--- src/rtl/pool_pkg.sv ---
// pool_pkg: shared defaults, state encoding and sizing helpers for the
// streaming max-pool stage (maxpool_stream) and its output register.
package pool_pkg;

  // Default geometry: 8-bit signed data, 5-value vectors, windows of 2.
  localparam int T_DEF      = 8;
  localparam int VECLEN_DEF = 5;
  localparam int POOL_DEF   = 2;

  // Raw counter widths for the default geometry.
  localparam int POS_W_DEF  = $clog2(VECLEN_DEF);
  localparam int WIN_W_DEF  = $clog2(POOL_DEF);

  // Window phase: FIRST loads the accumulator, ACCUM folds in a max.
  typedef enum logic {
    FIRST = 1'b0,
    ACCUM = 1'b1
  } pool_state_e;

  // Pooled outputs per vector; the last window may be partial.
  function automatic int num_out(input int veclen, input int pool);
    return (veclen + pool - 1) / pool;
  endfunction

  // Counter width for a 0..n-1 counter. $clog2(1) is 0, so clamp to 1 bit.
  function automatic int cnt_w(input int n);
    return (n > 1) ? $clog2(n) : 1;
  endfunction

endpackage

--- src/rtl/pool_out_reg.sv ---
// pool_out_reg: single-entry output register for the pooled result stream.
// Ports:
//   clk, reset       - clock, asynchronous active-low reset
//   load_i           - a closing value was accepted; capture data_i/last_i
//   data_i, last_i   - final window maximum and end-of-vector flag
//   m_ready_i        - downstream consumes the held entry this cycle
//   m_data_o/m_valid_o/m_last_o - registered output stream
module pool_out_reg
  import pool_pkg::*;
#(
  parameter int T = T_DEF
) (
  input  logic                clk,
  input  logic                reset,
  input  logic                load_i,
  input  logic signed [T-1:0] data_i,
  input  logic                last_i,
  input  logic                m_ready_i,
  output logic signed [T-1:0] m_data_o,
  output logic                m_valid_o,
  output logic                m_last_o
);

  logic signed [T-1:0] data_q;
  logic                valid_q;
  logic                last_q;

  // Output entry: a load always wins (it also covers the same-edge transfer,
  // so the stream has no bubble); a bare transfer empties the entry.
  always_ff @(posedge clk or negedge reset) begin
    if (!reset) begin
      data_q  <= '0;
      valid_q <= 1'b0;
      last_q  <= 1'b0;
    end else if (load_i) begin
      data_q  <= data_i;
      valid_q <= 1'b1;
      last_q  <= last_i;
    end else if (valid_q && m_ready_i) begin
      valid_q <= 1'b0;
    end else begin
      valid_q <= valid_q;
    end
  end

  assign m_data_o  = data_q;
  assign m_valid_o = valid_q;
  assign m_last_o  = last_q;

endmodule

--- src/rtl/maxpool_stream.sv ---
// maxpool_stream: streaming 1-D max-pool. Splits each VECLEN-value vector
// into non-overlapping POOL-value windows and emits each window's signed max.
// Ports:
//   clk, reset          - clock, asynchronous active-low reset
//   s_data_in/s_valid/s_ready   - input value stream (valid/ready)
//   m_data_out/m_valid/m_ready  - pooled maximum stream (valid/ready)
//   m_last              - marks the final pooled value of a vector
module maxpool_stream
  import pool_pkg::*;
#(
  parameter int T      = T_DEF,
  parameter int VECLEN = VECLEN_DEF,
  parameter int POOL   = POOL_DEF
) (
  input  logic                clk,
  input  logic                reset,
  input  logic signed [T-1:0] s_data_in,
  input  logic                s_valid,
  output logic                s_ready,
  output logic signed [T-1:0] m_data_out,
  output logic                m_valid,
  input  logic                m_ready,
  output logic                m_last
);

  localparam int POS_W = cnt_w(VECLEN);
  localparam int WIN_W = cnt_w(POOL);
  localparam logic [POS_W-1:0] POS_LAST = POS_W'(VECLEN - 1);
  localparam logic [WIN_W-1:0] WIN_LAST = WIN_W'(POOL - 1);

  pool_state_e         state_q;
  logic [POS_W-1:0]    pos_q;
  logic [WIN_W-1:0]    win_q;
  logic signed [T-1:0] acc_q;
  logic                rdy_en_q;

  logic                close_s;
  logic                vec_end_s;
  logic                accept_s;
  logic                load_s;
  logic signed [T-1:0] max_s;

  // The next value closes a window at the window edge or at vector end.
  assign vec_end_s = (pos_q == POS_LAST);
  assign close_s   = (win_q == WIN_LAST) || vec_end_s;

  // rdy_en_q keeps s_ready low in reset and until the first edge after it.
  // Only a closing value needs the output slot, so only that one stalls.
  assign s_ready  = rdy_en_q && !(close_s && m_valid && !m_ready);
  assign accept_s = s_valid && s_ready;
  assign load_s   = accept_s && close_s;

  // In FIRST the incoming value starts the window; otherwise signed max.
  assign max_s = ((state_q == ACCUM) && (acc_q > s_data_in)) ? acc_q : s_data_in;

  // Window/vector sequencing and accumulator.
  always_ff @(posedge clk or negedge reset) begin
    if (!reset) begin
      state_q  <= FIRST;
      pos_q    <= '0;
      win_q    <= '0;
      acc_q    <= '0;
      rdy_en_q <= 1'b0;
    end else begin
      rdy_en_q <= 1'b1;
      if (accept_s) begin
        case (state_q)
          FIRST:   acc_q <= s_data_in;
          ACCUM:   acc_q <= max_s;
          default: acc_q <= s_data_in;
        endcase
        if (close_s) begin
          win_q   <= '0;
          state_q <= FIRST;
        end else begin
          win_q   <= win_q + WIN_W'(1);
          state_q <= ACCUM;
        end
        pos_q <= vec_end_s ? '0 : pos_q + POS_W'(1);
      end else begin
        acc_q <= acc_q;
      end
    end
  end

  pool_out_reg #(
    .T (T)
  ) u_out (
    .clk       (clk),
    .reset     (reset),
    .load_i    (load_s),
    .data_i    (max_s),
    .last_i    (vec_end_s),
    .m_ready_i (m_ready),
    .m_data_o  (m_data_out),
    .m_valid_o (m_valid),
    .m_last_o  (m_last)
  );

endmodule

--- config.mk ---
export PLATFORM = sky130hd
export DESIGN_NAME = maxpool_stream
export DESIGN_NICKNAME = d
export VERILOG_FILES = /design/src/rtl/pool_pkg.sv /design/src/rtl/pool_out_reg.sv /design/src/rtl/maxpool_stream.sv
export SDC_FILE = /design/constraint.sdc
export NUM_CORES = 1
export LEC_CHECK = 0
export CORE_AREA = 4 4 74 76
export DETAILED_ROUTE_END_ITERATION = 10
export DIE_AREA = 0 0 78 80
export GPL_TIMING_DRIVEN = 0
export MAX_ROUTING_LAYER = met4
export PLACE_DENSITY = 0.54
export SYNTH_ARGS = -nofsm -noshare
export SYNTH_HDL_FRONTEND = slang
export SYNTH_HIERARCHICAL = 1
export SYNTH_SLANG_ARGS = --single-unit
--- constraint.sdc ---
create_clock -name clk -period 2.35 [get_ports clk]
set_input_delay 0.47 -clock clk [delete_from_list [all_inputs] [get_ports clk]]
set_output_delay 0.47 -clock clk [all_outputs]
set_load 0.005 [all_outputs]
==> summary.json <==
{
  "multiInputGateArea": {"value": 692, "unit": "um^2"},
  "tritoncts_num_sinks": {"value": 23},
  "dieArea": {"value": 6240, "unit": "um^2"},
  "critical_path_required": {"value": 2.50, "unit": "ns"},
  "met3_usage": {"value": 3.16, "unit": "%"},
  "grt-ovfl-total": {"value": 0},
  "path_class": {"value": "input port to flop"},
  "instances_no_fill": {"value": 200},
  "ys_ff_latch": {"value": 23},
  "drive_above_1_share": {"value": 34.6, "unit": "%"},
  "postLayoutCellArea": {"value": 1720, "unit": "um^2"},
  "cap_viol_max_count": {"value": 0},
  "drv_slew": {"value": 0},
  "placement.cell_area": {"value": 1620, "unit": "um^2"},
  "clock-root-buffer": {"value": "sky130_fd_sc_hd__clkbuf_8"},
  "drt_first_iter_violations": {"value": 27},
  "post_drt_wl_per_cell": {"value": 12.5, "unit": "um"},
  "cts_buf_count": {"value": 3},
  "timing.hold.worst.class": {"value": "input port to flop"},
  "p_clk_share": {"value": 12.5, "unit": "%"},
  "global_route_wire_length_before_repair": {"value": 4290, "unit": "um"},
  "clkLatencyLatePin": {"value": 0.26, "unit": "ns"},
  "final.fill_count": {"value": 470},
  "timing.slew.headroom": {"value": 29.5, "unit": "%"},
  "power.combinational.fraction": {"value": 51.5, "unit": "%"},
  "finClkSkew": {"value": 0.000856, "unit": "ns"},
  "power.net_switching": {"value": 0.606, "unit": "mW"},
  "min_from": {"value": "s_data_in[1]"},
  "io-pin-count": {"value": 23},
  "floorplan.die.height": {"value": 80, "unit": "um"},
  "final_min_period_over_clock_period": {"value": 96.7, "unit": "%"},
  "fmaxAchievable": {"value": 0.440, "unit": "GHz"},
  "origin_of_the_critical_flop_to_flop_path": {"value": "acc_q[5]"},
  "vias": {"value": 839},
  "flow.area_growth_from_synthesis": {"value": 30.5, "unit": "%"},
  "clkTransAtPathRegs": {"value": 0.08, "unit": "ns"},
  "place.detailed.instances": {"value": 192},
  "detail-route-antenna-nets": {"value": 0},
  "global_route.usage.met2": {"value": 14.2, "unit": "%"},
  "synthCells": {"value": 103},
  "post-layout-total-power": {"value": 1.98, "unit": "mW"},
  "p_int": {"value": 1.37, "unit": "mW"},
  "fp-row-count": {"value": 25},
  "vdd_ir_drop_max": {"value": 0.370, "unit": "mV"},
  "pwr_density_cell": {"value": 1150, "unit": "nW/um^2"},
  "nets": {"value": 156},
  "final.setup.tns": {"value": 0, "unit": "ns"},
  "most_common_flop_cell_mapped_by_yosys": {"value": "sky130_fd_sc_hd__dfrtp_1"},
  "placeableCoreArea": {"value": 4720, "unit": "um^2"},
  "gr-usage-met1": {"value": 11.5, "unit": "%"},
  "diodes": {"value": 0},
  "setup.worst_path.start": {"value": "s_data_in[4]"},
  "timing.final.crit_period": {"value": 2.27, "unit": "ns"},
  "drtPass1Iterations": {"value": 2},
  "synth.yosys.seq_area_share": {"value": 43.7, "unit": "%"},
  "grt.total_usage": {"value": 9.15, "unit": "%"},
  "syn-cell-area": {"value": 1320, "unit": "um^2"},
  "first_global_vias": {"value": 890},
  "cts_max_path_buffers": {"value": 2},
  "crit_path_end_kind": {"value": "flop"},
  "avgSynthCellArea": {"value": 12.8, "unit": "um^2"},
  "drc": {"value": 0},
  "cts.hold.buffers_added": {"value": 0},
  "critical_path.startpoint_type": {"value": "input port"},
  "syn-num-nets": {"value": 125},
  "power.share.switching": {"value": 30.6, "unit": "%"},
  "finalWeightedCongestion": {"value": 0.686},
  "yosysWarnings": {"value": 6},
  "worst_pin_slew": {"value": 1.05, "unit": "ns"},
  "dp.final_hpwl": {"value": 1790, "unit": "um"},
  "cpMaxStageDelayCell": {"value": "sky130_fd_sc_hd__mux2_4"},
  "synth_edf_count": {"value": 0},
  "most_used_cells_in_the_layout_excluding_fill_and_tap_cells": {"value": "sky130_fd_sc_hd__dfrtp_1, sky130_fd_sc_hd__mux2_4, sky130_fd_sc_hd__inv_1, sky130_fd_sc_hd__clkdlybuf4s50_1, sky130_fd_sc_hd__ha_1"},
  "critical_path.max_fanout": {"value": 8},
  "finalHoldViolCount": {"value": 0},
  "yosys.cell_types.count": {"value": 25},
  "ys_async_sr_fraction": {"value": 100, "unit": "%"},
  "port_buffer_cells": {"value": 22},
  "max_stage_delay": {"value": 0.31, "unit": "ns"},
  "grt_max_degree": {"value": 24},
  "cp_cell_sequence": {"value": "dlygate4sd2_1 -> inv_1 -> ha_1 -> a21o_1 -> a2111oi_4 -> a221o_1 -> buf_6 -> nor2b_4 -> buf_8 -> mux2_4"},
  "seqCellArea": {"value": 576, "unit": "um^2"},
  "grt_antenna_before_repair": {"value": 0},
  "floorplan.initialDensity": {"value": 27.9, "unit": "%"},
  "power.sequential.fraction": {"value": 36.0, "unit": "%"},
  "globalRoute.busiestLayer": {"value": "met2"},
  "die_extent_in_x": {"value": 78, "unit": "um"},
  "status": {"value": "finished, final reports clean"},
  "timing.final.setup_violations": {"value": 0},
  "wirelength": {"value": 2510, "unit": "um"},
  "h-tree-depth": {"value": 1},
  "clock_tree_from_tritoncts": {"value": "done"},
  "viasPerCell": {"value": 4.20},
  "worstPathArrival": {"value": 2.42, "unit": "ns"},
  "leakage": {"value": 0.817, "unit": "nW"},
  "final_common_cell": {"value": "sky130_fd_sc_hd__dfrtp_1"}
}
==> power by group through the flow <==
stage | clock network, mW | registers, mW | logic, mW
2_1_floorplan | 0 | 0.696 | 0.640
3_3_place_gp | 0 | 0.709 | 0.929
3_5_place_dp | 0 | 0.720 | 0.944
4_1_cts | 0.257 | 0.715 | 0.994
5_1_grt | 0.274 | 0.744 | 1.13
6_report | 0.247 | 0.712 | 1.02
==> sequential cells by signal, indices dropped and copies added, names as in the netlist <==
signal and flops:
acc_q 8, pos_q 3, u_out/m_last_o 1, u_out/m_valid_o 1, state_q 1, u_out/m_data_o 8
rdy_en_q 1
==> Yosys cell counts (2+ instances only) <==
master	instances	area [um^2]
sky130_fd_sc_hd__a21o_1	2	15.0
sky130_fd_sc_hd__buf_6	3	33.8
sky130_fd_sc_hd__dfrtp_1	23	576
sky130_fd_sc_hd__ha_1	10	125
sky130_fd_sc_hd__inv_1	13	48.8
sky130_fd_sc_hd__mux2_2	8	90.1
sky130_fd_sc_hd__mux2_4	17	255
sky130_fd_sc_hd__nand2_1	3	11.3
sky130_fd_sc_hd__nand4_1	2	12.5
sky130_fd_sc_hd__nor2_1	3	11.3
sky130_fd_sc_hd__o21ai_0	5	25.0
==> logic make-up after synthesis <==
group,count (synthesis),share of synthesized area [%]
AO/OA/AOI/OAI,14,7.60
other,1,0.285
multiplexers,25,26.2
adder cells (fa/ha/maj),10,9.50
buffers and inverters,16,6.27
AND/OR/NAND/NOR,14,6.46
flip-flops,23,43.7
==> layout make-up <==
class	count	share of cell area [%]
sequential	23	33.5
clock buffer	4	2.62
multi-input combinational	64	40.2
inverter	13	2.84
buffer	3	2.18
timing repair buffer	26	13.8
tap	67	4.88
==> worst paths after layout <==
check | slack [ns] | end | depth (start not counted)
worst max-delay path | 0.08 | acc_q[0] | 10
worst min-delay path | 0.47 | acc_q[1] | 2
worst max register to register | 0.11 | acc_q[0] | 8
worst min register to register | 0.51 | u_out/m_data_o[5] | 1
max in group asynchronous | 0.94 | rdy_en_q | 1
min in group asynchronous | 0.78 | u_out/m_data_o[3] | 1
==> through the flow <==
step	hold slack (ns)	utilization, %	setup WS (ns)
floorplan	0.174	-	0.0317
global placement	0.496	34.3	-0.606
detailed placement	0.500	34.3	-0.658
CTS	0.522	35.9	0.0154
global route	0.474	36.4	-0.0000697
finish	0.472	36.4	0.0770
==> per-layer routing <==
layer  wire, um  vias to the layer above
met5          0                        -
met4         23                        0
met3        130                        2
met2       1190                       18
met1       1170                      406
li1           -                      413
==> worst max-delay path: cells and delay by family <==
kind / cells / cell delay, ns
muxes: 1 / 0.31
and+or+nand+nor: 1 / 0.14
adders and majority gates: 1 / 0.19
AOI/OAI and AO/OA: 3 / 0.70
buffers and inverters: 4 / 0.61
==> repair_timing <==
| item | in CTS | in global routing |
|---|---|---|
| gates resized for setup | 14 | 9 |
| buffers inserted | 3 | 0 |
| setup endpoints to repair | 17 | 16 |
| cloned | 1 | 0 |
| pin swaps | 5 | 2 |
Power figures use the tool's default switching activity.
